==> src/rtl/jk_counter_bank.sv <==
// jk_counter_bank: WIDTH-bit bank of edge-triggered JK flip-flops sharing a mode
// select. Each edge applies per-bit JK, up-count, down-count or parallel load.
// Inputs are only sampled on the rising edge, so pulses between edges are ignored.

// Per-bit JK next-state cell: hold, set, clear or toggle.
module jk_cell (
    input  logic j,
    input  logic k,
    input  logic q,
    output logic d
);
    // JK characteristic table for one bit
    always_comb begin
        d = q;
        unique case ({j, k})
            2'b00:   d = q;
            2'b10:   d = 1'b1;
            2'b01:   d = 1'b0;
            2'b11:   d = ~q;
            default: d = q;
        endcase
    end
endmodule

module jk_counter_bank #(
    parameter int               WIDTH     = 4,
    parameter logic [WIDTH-1:0] RESET_VAL = '0,
    parameter int               MAX_COUNT = (1 << WIDTH) - 1,
    parameter bit               SATURATE  = 1'b0
) (
    input  logic             clk,
    input  logic             reset_n,
    input  logic             en,
    input  logic [1:0]       mode,
    input  logic [WIDTH-1:0] j,
    input  logic [WIDTH-1:0] k,
    output logic [WIDTH-1:0] q,
    output logic [WIDTH-1:0] q_,
    output logic             tc,
    output logic             ovf
);
    typedef enum logic [1:0] {
        MODE_JK   = 2'b00,
        MODE_UP   = 2'b01,
        MODE_DOWN = 2'b10,
        MODE_LOAD = 2'b11
    } mode_e;

    localparam logic [WIDTH-1:0] MAX_V = WIDTH'(MAX_COUNT);

    mode_e            mode_s;
    logic [WIDTH-1:0] jk_next;
    logic [WIDTH-1:0] q_nxt;
    logic             ovf_nxt;
    logic             at_max;
    logic             at_zero;
    logic             above_max;

    assign mode_s    = mode_e'(mode);
    assign at_max    = (q >= MAX_V);
    assign at_zero   = (q == '0);
    assign above_max = (q > MAX_V);

    // One JK cell per bit; the cells only see the register, never a latch
    // stage, so there is no ones-catching path.
    for (genvar i = 0; i < WIDTH; i++) begin : g_cell
        jk_cell u_cell (
            .j (j[i]),
            .k (k[i]),
            .q (q[i]),
            .d (jk_next[i])
        );
    end

    // Next state and limit pulse for the current mode
    always_comb begin
        q_nxt   = q;
        ovf_nxt = 1'b0;
        if (en) begin
            unique case (mode_s)
                MODE_JK: q_nxt = jk_next;
                MODE_UP: begin
                    // Values above the limit (from JK or load) also wrap to 0.
                    if (at_max) begin
                        q_nxt   = SATURATE ? MAX_V : '0;
                        ovf_nxt = 1'b1;
                    end else begin
                        q_nxt = q + 1'b1;
                    end
                end
                MODE_DOWN: begin
                    // An out-of-range value is pulled back to the limit first.
                    if (above_max) begin
                        q_nxt   = MAX_V;
                        ovf_nxt = 1'b1;
                    end else if (at_zero) begin
                        q_nxt   = SATURATE ? '0 : MAX_V;
                        ovf_nxt = 1'b1;
                    end else begin
                        q_nxt = q - 1'b1;
                    end
                end
                MODE_LOAD: q_nxt = j;
                default:   q_nxt = q;
            endcase
        end
    end

    // State register; reset wins immediately regardless of the clock
    always_ff @(posedge clk or negedge reset_n) begin
        if (!reset_n) begin
            q   <= RESET_VAL;
            ovf <= 1'b0;
        end else begin
            q   <= q_nxt;
            ovf <= ovf_nxt;
        end
    end

    // Complement comes straight off the same register, so no skew between them
    assign q_ = ~q;

    // Terminal count tracks q and the live mode input
    assign tc = ((mode_s == MODE_UP) && at_max) || ((mode_s == MODE_DOWN) && at_zero);

endmodule

==> config.mk <==
export PLATFORM = sky130hd
export DESIGN_NAME = jk_counter_bank
export DESIGN_NICKNAME = d
export VERILOG_FILES = /design/src/rtl/jk_counter_bank.sv
export SDC_FILE = /design/constraint.sdc
export NUM_CORES = 1
export LEC_CHECK = 0
export ABC_CLOCK_PERIOD_IN_PS = 1850
export CAP_MARGIN = 20
export CORE_MARGIN = 5
export CORE_UTILIZATION = 40
export DETAILED_ROUTE_END_ITERATION = 6
export GPL_TIMING_DRIVEN = 1
export PLACE_DENSITY = 0.82
export SLEW_MARGIN = 0
export SYNTH_ARGS = -nofsm -noshare
export SYNTH_HDL_FRONTEND = slang
export SYNTH_SLANG_ARGS = --single-unit
export TNS_END_PERCENT = 50
==> constraint.sdc <==
create_clock -name clk -period 1.85 [get_ports clk]
set_input_delay 0.185 -clock clk [delete_from_list [all_inputs] [get_ports clk]]
set_output_delay 0.185 -clock clk [all_outputs]
set_load 0.05 [all_outputs]
==> out/metrics.cfg, run 1 <==
[synth]
yosysUniqueCellTypes=29
syn_nets=85
synth.avg_cell_area_um2=8.114
synthArstFlopShare_pct=100.0
synth_top_family_by_area=compound AO/OA/AOI/OAI gates
synth_compound_area_share_pct=34.58
synth_area_um2=535.5
synth_edf_count=0
synth_top_area_share_pct=23.36
synthAdderAreaFrac_pct=14.02
yosys.area.top_type=dfrtp_1
synth_seq_cells=5
syn_inst=66
synthSimpleGateAreaFrac_pct=9.346
synth_area_leaders=dfrtp_1 (23%), ha_1 (14%), a21oi_1 (7.5%)
synthFlopType=dfrtp_1
synth_xor_area_share_pct=0
yosysWarningCount=0
synth_common_cells=a21oi_1 (8), inv_1 (8), ha_1 (6)
synthMuxAreaShare_pct=3.972
ys_seq_area_share_pct=23.36

[critical_path]
start_kind=flop
required_ns=1.66
endpoint_kind=output port
cp-startpoint=q[0]
crit_family=flip-flops
cpMaxStageDelayCell=dfrtp_2
path_max_fanout=5
r2r_start=q[0]
worstSetupPathType=reg2out
arrival_ns=1.59
crit_buf_inv=2
path_cells=clkinvlp_4, ha_1, nand2_1, nor3_2, a41o_2, buf_12
max_stage_delay_ns=0.42

[placement]
gp_congestion=0.8468
dp_hpwl_mm=1.106
dpl_worst_slack_ns=0.02881
port_buffers=22
placed_cell_area_um2=749.5

[detailed_routing]
drt-vias-per-instance=5.349
ant_nets=0
drc=0
firstDrtPassIters=4
drtIter0Drc=15
via_count=567
wirelength_mm=1.372
avgRoutedWirePerCell_um=12.94

[clock_tree]
clk_latency_ns=0.24
cts_buffer_depth=2
cts_buffers=3
clk_pin_slew_ns=0.04
cts.htree.levels=1
cts.sinks=5
cts_tree=done
root_buffer=clkbuf_4

[global_routing]
grt_pass1_wl_mm=2.263
grt_max_degree=10
grt_pass1_vias=529
grt_usage_pct=14.58
antenna_found_initial=0
grt_overflow=0

[power_and_ir_drop]
powerDensity_nw_per_um2=1207
power_leakage_nw=0.3677
vdd_drop_max_mv=0.6965

[floorplan]
die_y_um=46.59
start_util_pct=41.67
ios=23
die_x_um=46.59
rows=13
die_area_um2=2171
fp.coreArea_um2=1285

[timing]
period_needed_ns=1.779
fmax_ghz=0.5622
worst_slew_pin_slew_ns=0.4908
finalHoldViolations=0
post-route-period-util_pct=96.14
setup_viol_count_final=0
worst_slew_margin_rel_pct=67.18
drv_slew=0
fin_skew_ns=0.006641
worst_slack_ns=0.07140

[finish]
finalNetCount=111
n_antenna_cell=0
area_growth_pct=50.23
fillers=120
drive_gt1_share_pct=27.47
final_area_um2=804.5

[min_path]
min_path_type=in2async

[job]
drv_cap=0

[status]
outcome=finished clean

## metrics by stage
stage	hold slack, ns	power [mW]	TNS [ns]	cells	utilization [%]
floorplan	-0.1106	0.6668	0	66	-
global placement	0.4189	0.7995	0	99	58.33
detailed placement	0.4185	0.8099	0	99	58.33
CTS	0.1561	0.9714	0	106	62.22
global route	0.1714	1.029	-0.009255	106	62.61
finish	0.1589	0.9711	0	106	62.61
## cells in the final DEF, fill, tap and decap left out, drive strengths merged
cell / n
clkdlybuf4s50: 14
buf: 14
a21oi: 8
inv: 8
ha: 6
o21ai: 6
dfrtp: 5
clkbuf: 4
a31oi: 3
nor2: 3
nand2b: 2
o22a: 2
clkinvlp: 1
nand2: 1
nor3: 1
a41o: 1
and3: 1
a222oi: 1
mux2: 1
a22oi: 1
o41ai: 1
o21bai: 1
nand4: 1
a21boi: 1
a211o: 1
nand3: 1
mux2i: 1
a32o: 1
## cell type report
cell class	count	area, µm²	area share (%)
clock buffers	4	26.28	3.266
inverters	9	37.54	4.666
multi-input cells	45	336.6	41.84
flip-flops and latches	5	127.6	15.86
well taps	15	18.77	2.333
repair buffers	28	257.7	32.04
## routing by layer
layer / GRT usage, % / vias to the layer above / part of all wire (%) / wire [µm]
met5: 0 / - / 0 / 0
met4: 5.114 / 0 / 0.73 / 10
met3: 5.469 / 2 / 8.2 / 112
met2: 22.25 / 23 / 47 / 639
met1: 18.56 / 255 / 44 / 609
li1: - / 287 / - / -
## flip-flops by register name, summed over array words and instances, names as in the netlist
name,flops
q,4
ovf,1
## where the power goes
group	internal, mW	switching, mW
registers	0.143	0.0801
clock network	0.0814	0.0421
logic	0.234	0.391
## repair_timing
action,CTS,global route
hold buffers,0,0
resized for setup,1,1
setup buffers,3,0
pin swaps,0,0
endpoints found under the setup margin,1,1
## logic make-up (layout without fill, tap and decap cells)
logic type,after synthesis,count (layout)
AOI/OAI and AO/OA,27,27
buffers and inverters,16,41
and+or+nand+nor,10,10
adders and majority gates,6,6
DFF,5,5
muxes,2,2
## final timing paths
check	depth (start not counted)	end	slack, ns
worst min-delay path	1	q[2]	0.16
worst max-delay path	6	tc	0.07
min in group clk	3	q[2]	0.65
worst max register to register	6	q[2]	0.28
max in group asynchronous	1	q[1]	1.48
worst min register to register	2	q[1]	0.66
No activity file was read; power rests on OpenSTA's default activity.
==> run 2, diff against run 1 <==
- ABC_CLOCK_PERIOD_IN_PS: 1850 -> not set
==> results of run 2 <==
Same layout as run 1: the final DEF is identical, and so are final timing and power.
